==> config.mk <==
export PLATFORM = sky130hd
export DESIGN_NAME = fifo_drain_ctrl
export DESIGN_NICKNAME = d
export VERILOG_FILES = /design/src/rtl/fifo_drain_pkg.sv /design/src/rtl/fifo_drain_timer.sv /design/src/rtl/fifo_drain_ctrl.sv
export SDC_FILE = /design/constraint.sdc
export NUM_CORES = 1
export LEC_CHECK = 0
export BUFFER_PORTS_ARGS = -buffer_cell sky130_fd_sc_hd__buf_2
export CAP_MARGIN = 20
export CORE_MARGIN = 1.5
export CORE_UTILIZATION = 47
export CTS_BUF_LIST = sky130_fd_sc_hd__clkbuf_8 sky130_fd_sc_hd__clkbuf_16
export DETAILED_ROUTE_END_ITERATION = 6
export PLACE_DENSITY = 0.84
export SLEW_MARGIN = 10
export SYNTH_ARGS = -nofsm -noshare
export SYNTH_HDL_FRONTEND = slang
export SYNTH_SLANG_ARGS = --single-unit
==> constraint.sdc <==
create_clock -name CLK -period 1.9 [get_ports CLK]
set_input_delay 0.095 -clock CLK [delete_from_list [all_inputs] [get_ports CLK]]
set_output_delay 0.095 -clock CLK [all_outputs]
set_load 0.05 [all_outputs]
==> src/rtl/fifo_drain_pkg.sv <==
// Shared types and constants for the async-FIFO read-side drain sequencer.
package fifo_drain_pkg;

    typedef enum logic [2:0] {
        ST_IDLE      = 3'd0,
        ST_FETCH     = 3'd1,
        ST_STROBE    = 3'd2,
        ST_WAIT_BUSY = 3'd3,
        ST_WAIT_DONE = 3'd4,
        ST_GAP       = 3'd5
    } drain_state_e;

    localparam int NUM_STATES     = 6;
    localparam int ACK_TO_DEFAULT = 16;

    // The shared timer must hold both the ACK timeout and the largest gap value.
    function automatic int timer_width(input int ack_to, input int gap_width);
        int w;
        w = $clog2(ack_to + 1);
        return (w > gap_width) ? w : gap_width;
    endfunction

endpackage

==> src/rtl/fifo_drain_timer.sv <==
// Loadable down counter; saturates at zero, load takes priority over decrement.
module fifo_drain_timer #(
    parameter int WIDTH = 8
) (
    input  logic             clk,
    input  logic             rst_n,
    input  logic             load,
    input  logic [WIDTH-1:0] load_val,
    input  logic             dec,
    output logic             zero,
    output logic             last
);

    logic [WIDTH-1:0] cnt_q;
    logic [WIDTH-1:0] cnt_d;

    always_comb begin
        cnt_d = cnt_q;
        if (load) begin
            cnt_d = load_val;
        end else if (dec && (cnt_q != '0)) begin
            cnt_d = cnt_q - WIDTH'(1);
        end
    end

    always_ff @(posedge clk or negedge rst_n) begin
        if (!rst_n) begin
            cnt_q <= '0;
        end else begin
            cnt_q <= cnt_d;
        end
    end

    assign zero = (cnt_q == '0);
    assign last = (cnt_q == WIDTH'(1));

endmodule

==> src/rtl/fifo_drain_ctrl.sv <==
// Read-domain drain sequencer: pops the async FIFO one word at a time and hands
// each word to a serial consumer over a strobe/busy handshake with retry and gap.
module fifo_drain_ctrl
    import fifo_drain_pkg::*;
#(
    parameter int DATA_WIDTH = 8,
    parameter int GAP_WIDTH  = 8,
    parameter int ACK_TO     = ACK_TO_DEFAULT,
    parameter int CNT_WIDTH  = 16
) (
    input  logic                  CLK,
    input  logic                  RST,
    input  logic                  EN,
    input  logic [GAP_WIDTH-1:0]  GAP_CFG,
    input  logic                  EMPTY,
    input  logic [DATA_WIDTH-1:0] RD_DATA,
    output logic                  R_INC,
    output logic [DATA_WIDTH-1:0] TX_DATA,
    output logic                  TX_VALID,
    input  logic                  TX_BUSY,
    output logic [CNT_WIDTH-1:0]  WORD_CNT,
    output logic                  RETRY_ERR
);

    localparam int               TMR_W    = timer_width(ACK_TO, GAP_WIDTH);
    localparam logic [TMR_W-1:0] ACK_LOAD = TMR_W'(ACK_TO);

    drain_state_e          state_q, state_d;
    logic                  r_inc_q, r_inc_d;
    logic                  tx_valid_q, tx_valid_d;
    logic [DATA_WIDTH-1:0] tx_data_q, tx_data_d;
    logic [CNT_WIDTH-1:0]  word_cnt_q, word_cnt_d;
    logic                  retry_err_q, retry_err_d;

    logic                  tmr_load;
    logic [TMR_W-1:0]      tmr_val;
    logic                  tmr_dec;
    logic                  tmr_zero;
    logic                  tmr_last;

    // The ACK timeout and the inter-word gap never overlap, so one timer serves both.
    fifo_drain_timer #(
        .WIDTH (TMR_W)
    ) u_timer (
        .clk      (CLK),
        .rst_n    (RST),
        .load     (tmr_load),
        .load_val (tmr_val),
        .dec      (tmr_dec),
        .zero     (tmr_zero),
        .last     (tmr_last)
    );

    always_comb begin
        state_d     = state_q;
        tx_data_d   = tx_data_q;
        word_cnt_d  = word_cnt_q;
        retry_err_d = retry_err_q;
        tmr_load    = 1'b0;
        tmr_val     = '0;
        tmr_dec     = 1'b0;

        case (state_q)
            ST_IDLE: begin
                if (EN && !EMPTY) begin
                    state_d = ST_FETCH;
                end
            end
            ST_FETCH: begin
                // RD_DATA still shows the popped word until this edge advances the pointer.
                tx_data_d = RD_DATA;
                state_d   = ST_STROBE;
            end
            ST_STROBE: begin
                tmr_load = 1'b1;
                tmr_val  = ACK_LOAD;
                state_d  = ST_WAIT_BUSY;
            end
            ST_WAIT_BUSY: begin
                if (TX_BUSY) begin
                    state_d = ST_WAIT_DONE;
                end else begin
                    tmr_dec = 1'b1;
                    if (tmr_last || tmr_zero) begin
                        retry_err_d = 1'b1;
                        state_d     = ST_STROBE;
                    end
                end
            end
            ST_WAIT_DONE: begin
                if (!TX_BUSY) begin
                    word_cnt_d = word_cnt_q + CNT_WIDTH'(1);
                    if (GAP_CFG == '0) begin
                        state_d = ST_IDLE;
                    end else begin
                        tmr_load = 1'b1;
                        tmr_val  = TMR_W'(GAP_CFG);
                        state_d  = ST_GAP;
                    end
                end
            end
            ST_GAP: begin
                tmr_dec = 1'b1;
                if (tmr_last || tmr_zero) begin
                    state_d = ST_IDLE;
                end
            end
            default: begin
                state_d = ST_IDLE;
            end
        endcase

        r_inc_d    = (state_d == ST_FETCH);
        tx_valid_d = (state_d == ST_STROBE);
    end

    always_ff @(posedge CLK or negedge RST) begin
        if (!RST) begin
            state_q     <= ST_IDLE;
            r_inc_q     <= 1'b0;
            tx_valid_q  <= 1'b0;
            tx_data_q   <= '0;
            word_cnt_q  <= '0;
            retry_err_q <= 1'b0;
        end else begin
            state_q     <= state_d;
            r_inc_q     <= r_inc_d;
            tx_valid_q  <= tx_valid_d;
            tx_data_q   <= tx_data_d;
            word_cnt_q  <= word_cnt_d;
            retry_err_q <= retry_err_d;
        end
    end

    assign R_INC     = r_inc_q;
    assign TX_VALID  = tx_valid_q;
    assign TX_DATA   = tx_data_q;
    assign WORD_CNT  = word_cnt_q;
    assign RETRY_ERR = retry_err_q;

endmodule
# After elaboration in Yosys (flattened, before gate mapping)
# Cells that the tools add are included.
[totals] inputBits=21 reg_bits=38 output_inout_bits=27 word_cells=46
[classes] addsub=2 reduce_logical=11 bitwise=1 eq_ne=8 muxes=17
[ops] operator="$mux W8" count=4
[ops] operator="$mux W3" count=6
[ops] operator="$pmux W3 S6" count=1
[ops] operator="$add A16 B1 Y16 const B" count=1
[ops] operator="$logic_not A8 Y1" count=2
[ops] operator="$pmux W8 S2" count=1
[ops] operator="$eq A3 B2 Y1 const B" count=3
[ops] operator="$eq A8 B1 Y1 const B" count=1
[ops] operator="$reduce_bool A8 Y1" count=1
[ops] operator="$sub A8 B1 Y8 const B" count=1
[ops] operator="$eq A3 B1 Y1 const B" count=2
[ops] operator="$eq A3 B3 Y1 const B" count=2
[ops] operator="$pmux W1 S2" count=2
[ops] operator="$logic_not A3 Y1" count=1
[ops] operator="$mux W1" count=3
[ops] operator="$reduce_and A3 Y1" count=1
[ops] operator="$logic_and A1 B1 Y1" count=2
[ops] operator="$reduce_and A2 Y1" count=1
[ops] operator="$reduce_bool A2 Y1" count=1
[ops] operator="$logic_not A1 Y1" count=1
[ops] operator="$logic_or A1 B1 Y1" count=1
[ops] operator="$not A1 Y1" count=1

# Logic depth before layout (Yosys ltp)
# Gate-level depths: netlist (run 1).
[logic_depth] depth_word=6 mapped_depth=7 ltp_nobuf=6

# Hierarchy
# A second synthesis (run 1) with hierarchy kept.
[hier_totals] cells_unflattened=190 hier_area_um2=2008.2
[by_module_without_submodules] module="fifo_drain_ctrl" n_inst=1 seq_area_each_um2=750.7 cells_each=125 area_each_um2=1418.9
[by_module_without_submodules] module="fifo_drain_timer" n_inst=1 seq_area_each_um2=200.2 cells_each=65 area_each_um2=589.3

# Worst setup path before layout (run 1)
# No wires, ideal clock.
[synth_timing] path_type="reg2reg" from="register state_q[1]" to="register word_cnt_q[13], in the netlist WORD_CNT[13]" n_path_buf=2 path_slack_ns=-0.081 path_stages_with_launch=8 arrival_ns=1.840 required_ns=1.759 cell_sequence="dfrtp_1 -> buf_6 -> or4b_4 -> buf_6 -> nor3_4 -> and4_4 -> nand3_2 -> xnor2_1"
[synth_via] elab_chain_len=2
[synth_lines] item="from (decl)" line="fifo_drain_ctrl.sv:28" text="drain_state_e state_q, state_d;"
[synth_lines] item="from (signal assigned)" line="fifo_drain_ctrl.sv:126" text="state_q <= state_d;"
[synth_lines] item="$eq A3 B3 Y1" line="fifo_drain_ctrl.sv:63" text="case (state_q)"
[synth_lines] item="$reduce_and A2 Y1 (no source line)"
[synth_lines] item="to (signal assigned)" line="fifo_drain_ctrl.sv:130" text="word_cnt_q <= word_cnt_d;"
[synth_lines] item="to (decl)" line="fifo_drain_ctrl.sv:32" text="logic [CNT_WIDTH-1:0] word_cnt_q, word_cnt_d;"
# No other way between the ends.
# A chain may end at the register's enable or synchronous reset.

# Final worst setup path (run 1)
[layout_timing] from="register state_q[2]" to="register word_cnt_q[12], in the netlist WORD_CNT[12]"
# Same word-level chain as after synthesis.

==> results.py, run 1 <==
metrics = {
    "outcome": {
        "status": "finished clean",
    },
    "power": {
        "seq_power_share_pct": 34.4,
        "clkPwrFrac_pct": 16.3,
        "power.leakage_nw": 1.16,
        "switchingPower_w": 0.00162,
        "switching_share_pct": 44.6,
        "p_int_w": 0.00201,
        "power_w": 0.00362,
        "ir_drop_uv": 841,
        "power.density_nw_per_um2": 1550,
        "power_frac_comb_pct": 49.4,
    },
    "final_layout": {
        "fin_nets": 252,
        "fillCellCount": 314,
        "num_antenna_cells": 0,
        "area_growth_pct": 25.1,
        "final_layout_size_suffix_gt1_share_pct": 37.3,
    },
    "critical_path": {
        "crit_path_end_kind": "flip-flop",
        "path_class": "flip-flop to flip-flop",
        "arrival_ns": 1.97,
        "max_stage_delay_ns": 0.55,
        "cp_slowest_cell": "or4b_4",
        "critical_path.cell_chain": "or4b_4, nor3_4, and4_1, nand2_1, xnor2_1",
        "r2r_slack_ns": 0.12,
        "crit_required_ns": 2.09,
        "crit_family": "simple AND/OR/NAND/NOR gates",
        "path_buf_inv": 0,
        "r2r-start": "state_q[2]$_DFF_PN0_",
        "critPathMaxFanout": 6,
        "rr_endpoint": "WORD_CNT[12]$_DFFE_PN0P_",
        "start_kind": "flip-flop",
        "reg2reg_depth": 5,
    },
    "sta": {
        "maxSlewHeadroom_pct": 44.6,
        "worst_pin_slew_ns": 0.830,
        "max_freq_mhz": 563,
        "tns_ns": 0,
        "hold_slack_ns": 0.0227,
        "period_needed_ns": 1.78,
        "rsz0062_at_grt": "no",
        "finalHoldViolCount": 0,
        "clock-skew-final_ns": 0.00643,
        "finalMaxSlewViolations": 0,
        "final.period_utilization_pct": 93.5,
        "finalSetupViolations": 0,
    },
    "synthesis": {
        "synth_largest_area_cell": "dfrtp_1",
        "async_flop_share_pct": 100,
        "ys_warn_count": 0,
        "yosys-top-cells-count": "dfrtp_1, nand2_1, xnor2_1, nor2_1, mux2_2",
        "yosys-top-cells-area": "dfrtp_1, xnor2_1, mux2_2",
        "synth_edf_count": 0,
        "ys.flop_type": "dfrtp_1",
        "ys_seq_area_share_pct": 51.0,
        "synth-seq-cells": 38,
        "syn_area_sq_um": 1860,
        "syn_inst": 165,
        "ys_types": 47,
        "synth_nets": 190,
        "syn_avg_cell_area_sq_um": 11.3,
        "synth_top_area_share_pct": 51.0,
        "yosysMostFrequentCell": "dfrtp_1",
    },
    "min_path": {
        "holdPathEnd": "TX_DATA[7]$_DFFE_PN0P_",
        "min_from": "RD_DATA[7]",
        "worstHoldPathType": "input pin to flip-flop",
        "min_delay_path_depth": 2,
    },
    "place": {
        "finalWeightedCongestion": 0.876,
        "portBuffers": 47,
        "hpwl_um": 2980,
    },
    "routing": {
        "first_pass_iters": 4,
        "routed_via_density": 5.59,
        "wire_per_inst_um": 14.7,
        "dr_wl_met2_um": 1900,
        "dr.max_layer_used": "met4",
        "drc_errors": 0,
        "drt_iter0_markers": 177,
        "dr_wl_met3_um": 273,
        "wl_um": 4050,
        "postRouteAntennaNets": 0,
        "vias": 1543,
        "wl_met1_um": 1770,
    },
    "die": {
        "io_pins": 48,
        "initial_core_util_pct": 49.8,
        "rows": 22,
        "coreArea_sq_um": 3740,
        "die_w_um": 66.0,
        "die_y_um": 66.0,
        "die_area_sq_um": 4350,
    },
    "cts": {
        "clock_latency_ns": 0.30,
        "htree_levels": 2,
        "cts_tree": "built",
        "clock_path_buffers": 2,
        "cts_buffers": 5,
        "cts.root.buffer_cell": "clkbuf_8",
        "cts.clk_slew.worst_paths_ns": 0.08,
        "cts_sinks": 38,
    },
    "grt": {
        "grt_pass1_vias": 1451,
        "grt_overflow": 0,
        "antenna_found_initial": 0,
        "track_usage_pct": 20.3,
        "grt_max_degree": 39,
        "grt_first_pass_wirelength_um": 6610,
    },
    "job": {
        "cap_violations": 0,
    },
}
-- kinds of logic after synthesis --
group	Yosys count	share of synthesized area, %
compound gates	29	11.5
xor+xnor	16	7.52
fa+ha+maj	4	2.69
buf+inv	9	2.62
flops	38	51.0
mux	9	5.37
simple gates	60	19.3
-- what timing repair did --
action | in CTS | in global routing
hold buffers | 1 | 0
setup endpoints to repair | 0 | 4
endpoints found under the hold margin | 38 | 0
setup buffers | 0 | 0
gates resized for setup | 0 | 1
-- flip-flops by register name (all words and copies together) (netlist names) --
register / count
TX_DATA: 8
TX_VALID: 1
WORD_CNT: 16
u_timer.cnt_q: 8
state_q: 3
RETRY_ERR: 1
R_INC: 1
-- power by group through the flow --
| stage | Sequential, W | Combinational, W | Clock [W] |
|---|---|---|---|
| 2_1_floorplan | 0.00169 | 0.000835 | 0 |
| 3_3_place_gp | 0.00124 | 0.00173 | 0 |
| 3_5_place_dp | 0.00126 | 0.00177 | 0 |
| 4_1_cts | 0.00124 | 0.00178 | 0.000596 |
| 5_1_grt | 0.00127 | 0.00192 | 0.000633 |
| 6_report | 0.00125 | 0.00179 | 0.000589 |
-- placed cells by master, fill, tap and decap left out, types with 4 or more instances in the layout --
cell / synthesis / routed
nor2_1: 10 / 10
xnor2_1: 14 / 14
dfrtp_1: 38 / 38
a21oi_1: 5 / 4
a22o_1: 4 / 4
buf_2: 0 / 47
nand3_1: 5 / 5
buf_4: 0 / 12
a211oi_1: 4 / 4
nor3_1: 4 / 4
inv_1: 4 / 4
nand2_1: 16 / 16
mux2_2: 8 / 8
nand4_1: 5 / 5
ha_1: 4 / 4
clkbuf_8: 0 / 6
-- final cells by class --
cell class	instances	area, sq um	area share [%]
multi-input cells	118	873	37.5
repair buffers	60	335	14.4
clock buffers	6	82.6	3.54
flip-flops and latches	38	951	40.8
clock inverters	2	12.5	0.537
inverters	4	15.0	0.644
well taps	48	60.1	2.58
-- how the worst max path moves through the flow --
stage	from	end	slack [ns]	depth (start not counted)
after floorplan	state_q[1]$_DFF_PN0_	WORD_CNT[13]$_DFFE_PN0P_	0.01	7
after global placement	state_q[1]$_DFF_PN0_	u_timer.cnt_q[3]$_DFFE_PN0P_	0.16	6
after detailed placement	state_q[2]$_DFF_PN0_	WORD_CNT[12]$_DFFE_PN0P_	0.14	5
after CTS	state_q[0]$_DFF_PN0_	WORD_CNT[12]$_DFFE_PN0P_	0.13	5
after global routing	state_q[2]$_DFF_PN0_	u_timer.cnt_q[4]$_DFFE_PN0P_	0.02	5
final	state_q[2]$_DFF_PN0_	WORD_CNT[12]$_DFFE_PN0P_	0.12	5
-- through the flow --
stage / cell area (sq um) / setup WS [ns] / cells / utilization (%)
finish: 2330 / 0.123 / 276 / 62.2
global route: 2330 / 0.0194 / 276 / 62.2
CTS: 2330 / 0.131 / 276 / 62.1
detailed placement: 2220 / 0.139 / 267 / 59.3
global placement: 2220 / 0.162 / 267 / 59.3
floorplan: 1870 / 0.0114 / 165 / -
-- layer usage --
| metal | up-vias | GRT usage [%] |
|---|---|---|
| li1 | 726 | - |
| met1 | 745 | 26.3 |
| met2 | 60 | 31.2 |
| met3 | 12 | 5.45 |
| met4 | 0 | 10.5 |
| met5 | - | 0 |
Power figures use the tool's default switching activity.
==> inputs of run 2 (changes only) <==
--- a/config.mk
+++ b/config.mk
@@ -10,6 +10,6 @@
 export CORE_MARGIN = 1.5
-export CORE_UTILIZATION = 47
+export CORE_UTILIZATION = 30
 export CTS_BUF_LIST = sky130_fd_sc_hd__clkbuf_8 sky130_fd_sc_hd__clkbuf_16
 export DETAILED_ROUTE_END_ITERATION = 6
-export PLACE_DENSITY = 0.84
+export PLACE_DENSITY = 0.59
 export SLEW_MARGIN = 10
==> constraint.sdc (replaced) <==
create_clock -name CLK -period 1.7 [get_ports CLK]
set_input_delay 0.425 -clock CLK [delete_from_list [all_inputs] [get_ports CLK]]
set_output_delay 0.425 -clock CLK [all_outputs]
set_load 0.05 [all_outputs]
==> run 2 against run 1 <==
  * The flow now finishes with violations (setup timing)
  * Critical endpoint is now WORD_CNT[13]$_DFFE_PN0P_
  * Count of clock-buffer cells in the layout did not move
  * Sequential power rose by 13%
  * Combinational power rose by 27%
  * Sequential share of layout area fell by 4.4 points
  * Setup slack got worse by 0.17 ns
  * Non-clock buffer count rose by 25
  * Core utilization fell by 18 points
  * Sequential cell count did not move
  * Fmax rose by 1.6%
  * Hold slack improved by 0.062 ns
  * Critical path depth did not move
  * Global-route usage fell by 6.3 points
==> results.py, run 2 (synthesized netlist as in run 1, its figures left out) <==
metrics = {
    "outcome": {
        "status": "finished, violations left",
        "failed_checks": "setup timing",
    },
    "place": {
        "finalWeightedCongestion": 0.785,
        "pre_cts_ws_ns": -0.199,
        "hpwl_um": 3080,
        "place_area_sq_um": 2430,
        "portBuffers": 47,
    },
    "cts": {
        "cts_sinks": 38,
        "clock_latency_ns": 0.30,
        "clock_path_buffers": 2,
        "htree_levels": 2,
        "cts_buffers": 5,
        "cts.clk_slew.worst_paths_ns": 0.08,
        "cts_tree": "built",
        "cts.root.buffer_cell": "clkbuf_8",
        "ctsHoldBuffers": 0,
    },
    "sta": {
        "clock-skew-final_ns": 0.0108,
        "final.period_utilization_pct": 103,
        "period_needed_ns": 1.75,
        "rsz0062_at_grt": "yes",
        "finalMaxSlewViolations": 0,
        "setup_slack_ns": -0.0491,
        "maxSlewHeadroom_pct": 79.1,
        "finalSetupViolations": 2,
        "max_freq_mhz": 572,
        "finalHoldViolCount": 0,
        "worst_pin_slew_ns": 0.313,
    },
    "die": {
        "rows": 28,
        "initial_core_util_pct": 31.3,
        "die_y_um": 81.8,
        "coreArea_sq_um": 5960,
        "io_pins": 48,
        "die_area_sq_um": 6690,
        "die_w_um": 81.8,
    },
    "power": {
        "power.leakage_nw": 1.29,
        "ir_drop_uv": 653,
        "power.density_nw_per_um2": 1660,
    },
    "final_layout": {
        "layout_commonest_cell": "buf_2",
        "fin_util_pct": 44.1,
        "largest_reg_flops": 16,
        "fin_nets": 277,
        "final_layout_size_suffix_gt1_share_pct": 47.8,
        "num_antenna_cells": 0,
        "fin_area_sq_um": 2620,
        "area_growth_pct": 40.8,
        "fillCellCount": 588,
        "layout_common_cells": "buf_2, buf_4, dfrtp_1",
    },
    "grt": {
        "grt_first_pass_wirelength_um": 7160,
        "grt_max_degree": 39,
        "grt_overflow": 0,
        "track_usage_pct": 14.0,
        "grt_pass1_vias": 1597,
        "antenna_found_initial": 0,
    },
    "critical_path": {
        "critPathMaxFanout": 4,
        "start_kind": "flip-flop",
        "arrival_ns": 1.94,
        "crit_path_end_kind": "flip-flop",
        "path_class": "flip-flop to flip-flop",
        "crit_required_ns": 1.89,
    },
    "min_path": {
        "worstHoldPathType": "input pin to async pin",
    },
    "routing": {
        "routed_via_density": 4.78,
        "first_pass_iters": 4,
        "drt_iter0_markers": 64,
        "wl_um": 4230,
        "vias": 1569,
        "drc_errors": 0,
        "wire_per_inst_um": 12.9,
        "postRouteAntennaNets": 0,
    },
    "job": {
        "cap_violations": 0,
    },
}
-- run 2: through the flow --
stage                     hold slack, ns  TNS, ns  std cells  power, W
after floorplan                    0.129   -0.674        165   0.00284
after global placement             0.409    -2.37        315   0.00351
after detailed placement           0.411    -2.40        315   0.00353
after CTS                         0.0869  -0.0811        324   0.00424
after global routing              0.0957   -0.404        328   0.00465
final                             0.0846  -0.0883        328   0.00435
-- run 2: report_power, final --
group | switching [W] | leakage [nW] | internal (W)
clock network | 0.000340 | 0.0472 | 0.000326
logic | 0.00131 | 0.758 | 0.000960
registers | 0.000229 | 0.489 | 0.00118
total | 0.00188 | 1.29 | 0.00247
-- run 2: repair_timing --
item,in CTS,in global routing
resized for setup,2,11
buffers inserted,1,4
endpoints found under the setup margin,6,12
gates cloned,0,0
pin swaps,0,4
endpoints found under the hold margin,0,0
-- run 2: final timing paths --
| kind | start | endpoint | slack, ns | cells past startpoint |
|---|---|---|---|---|
| min reg2reg | WORD_CNT[15]$_DFFE_PN0P_ | WORD_CNT[15]$_DFFE_PN0P_ | 0.48 | 1 |
| min | RST | TX_DATA[6]$_DFFE_PN0P_ | 0.08 | 2 |
| max in group asynchronous | RST | state_q[1]$_DFF_PN0_ | 1.41 | 2 |
| max reg2reg | state_q[0]$_DFF_PN0_ | WORD_CNT[13]$_DFFE_PN0P_ | -0.05 | 5 |
| max | state_q[0]$_DFF_PN0_ | WORD_CNT[13]$_DFFE_PN0P_ | -0.05 | 5 |
| min in group CLK | RD_DATA[2] | TX_DATA[2]$_DFFE_PN0P_ | 0.36 | 2 |
-- run 2: area by class of cell --
cell class / count / area, sq um / share of cell area, %
clock buffer: 6 / 82.6 / 3.15
timing repair buffer: 85 / 541 / 20.6
sequential: 38 / 956 / 36.4
tap: 75 / 93.8 / 3.58
multi-input combinational: 118 / 923 / 35.2
clock inverter: 2 / 12.5 / 0.477
inverter: 4 / 15.0 / 0.572
-- run 2: worst max-delay path: stages, from the launching register on --
cell and delay [ns]:
dfrtp_1 0.40, or4b_4 0.60, nor3_4 0.15, and4_4 0.27, nand3_2 0.08, xnor2_1 0.13
-- run 2: metal layers --
| metal | share of wire (%) | track usage (%) |
|---|---|---|
| met2 | 49 | 23.0 |
| met1 | 45 | 17.3 |
| met3 | 4.7 | 3.33 |
| met5 | 0 | 0 |
| met4 | 1.8 | 6.44 |
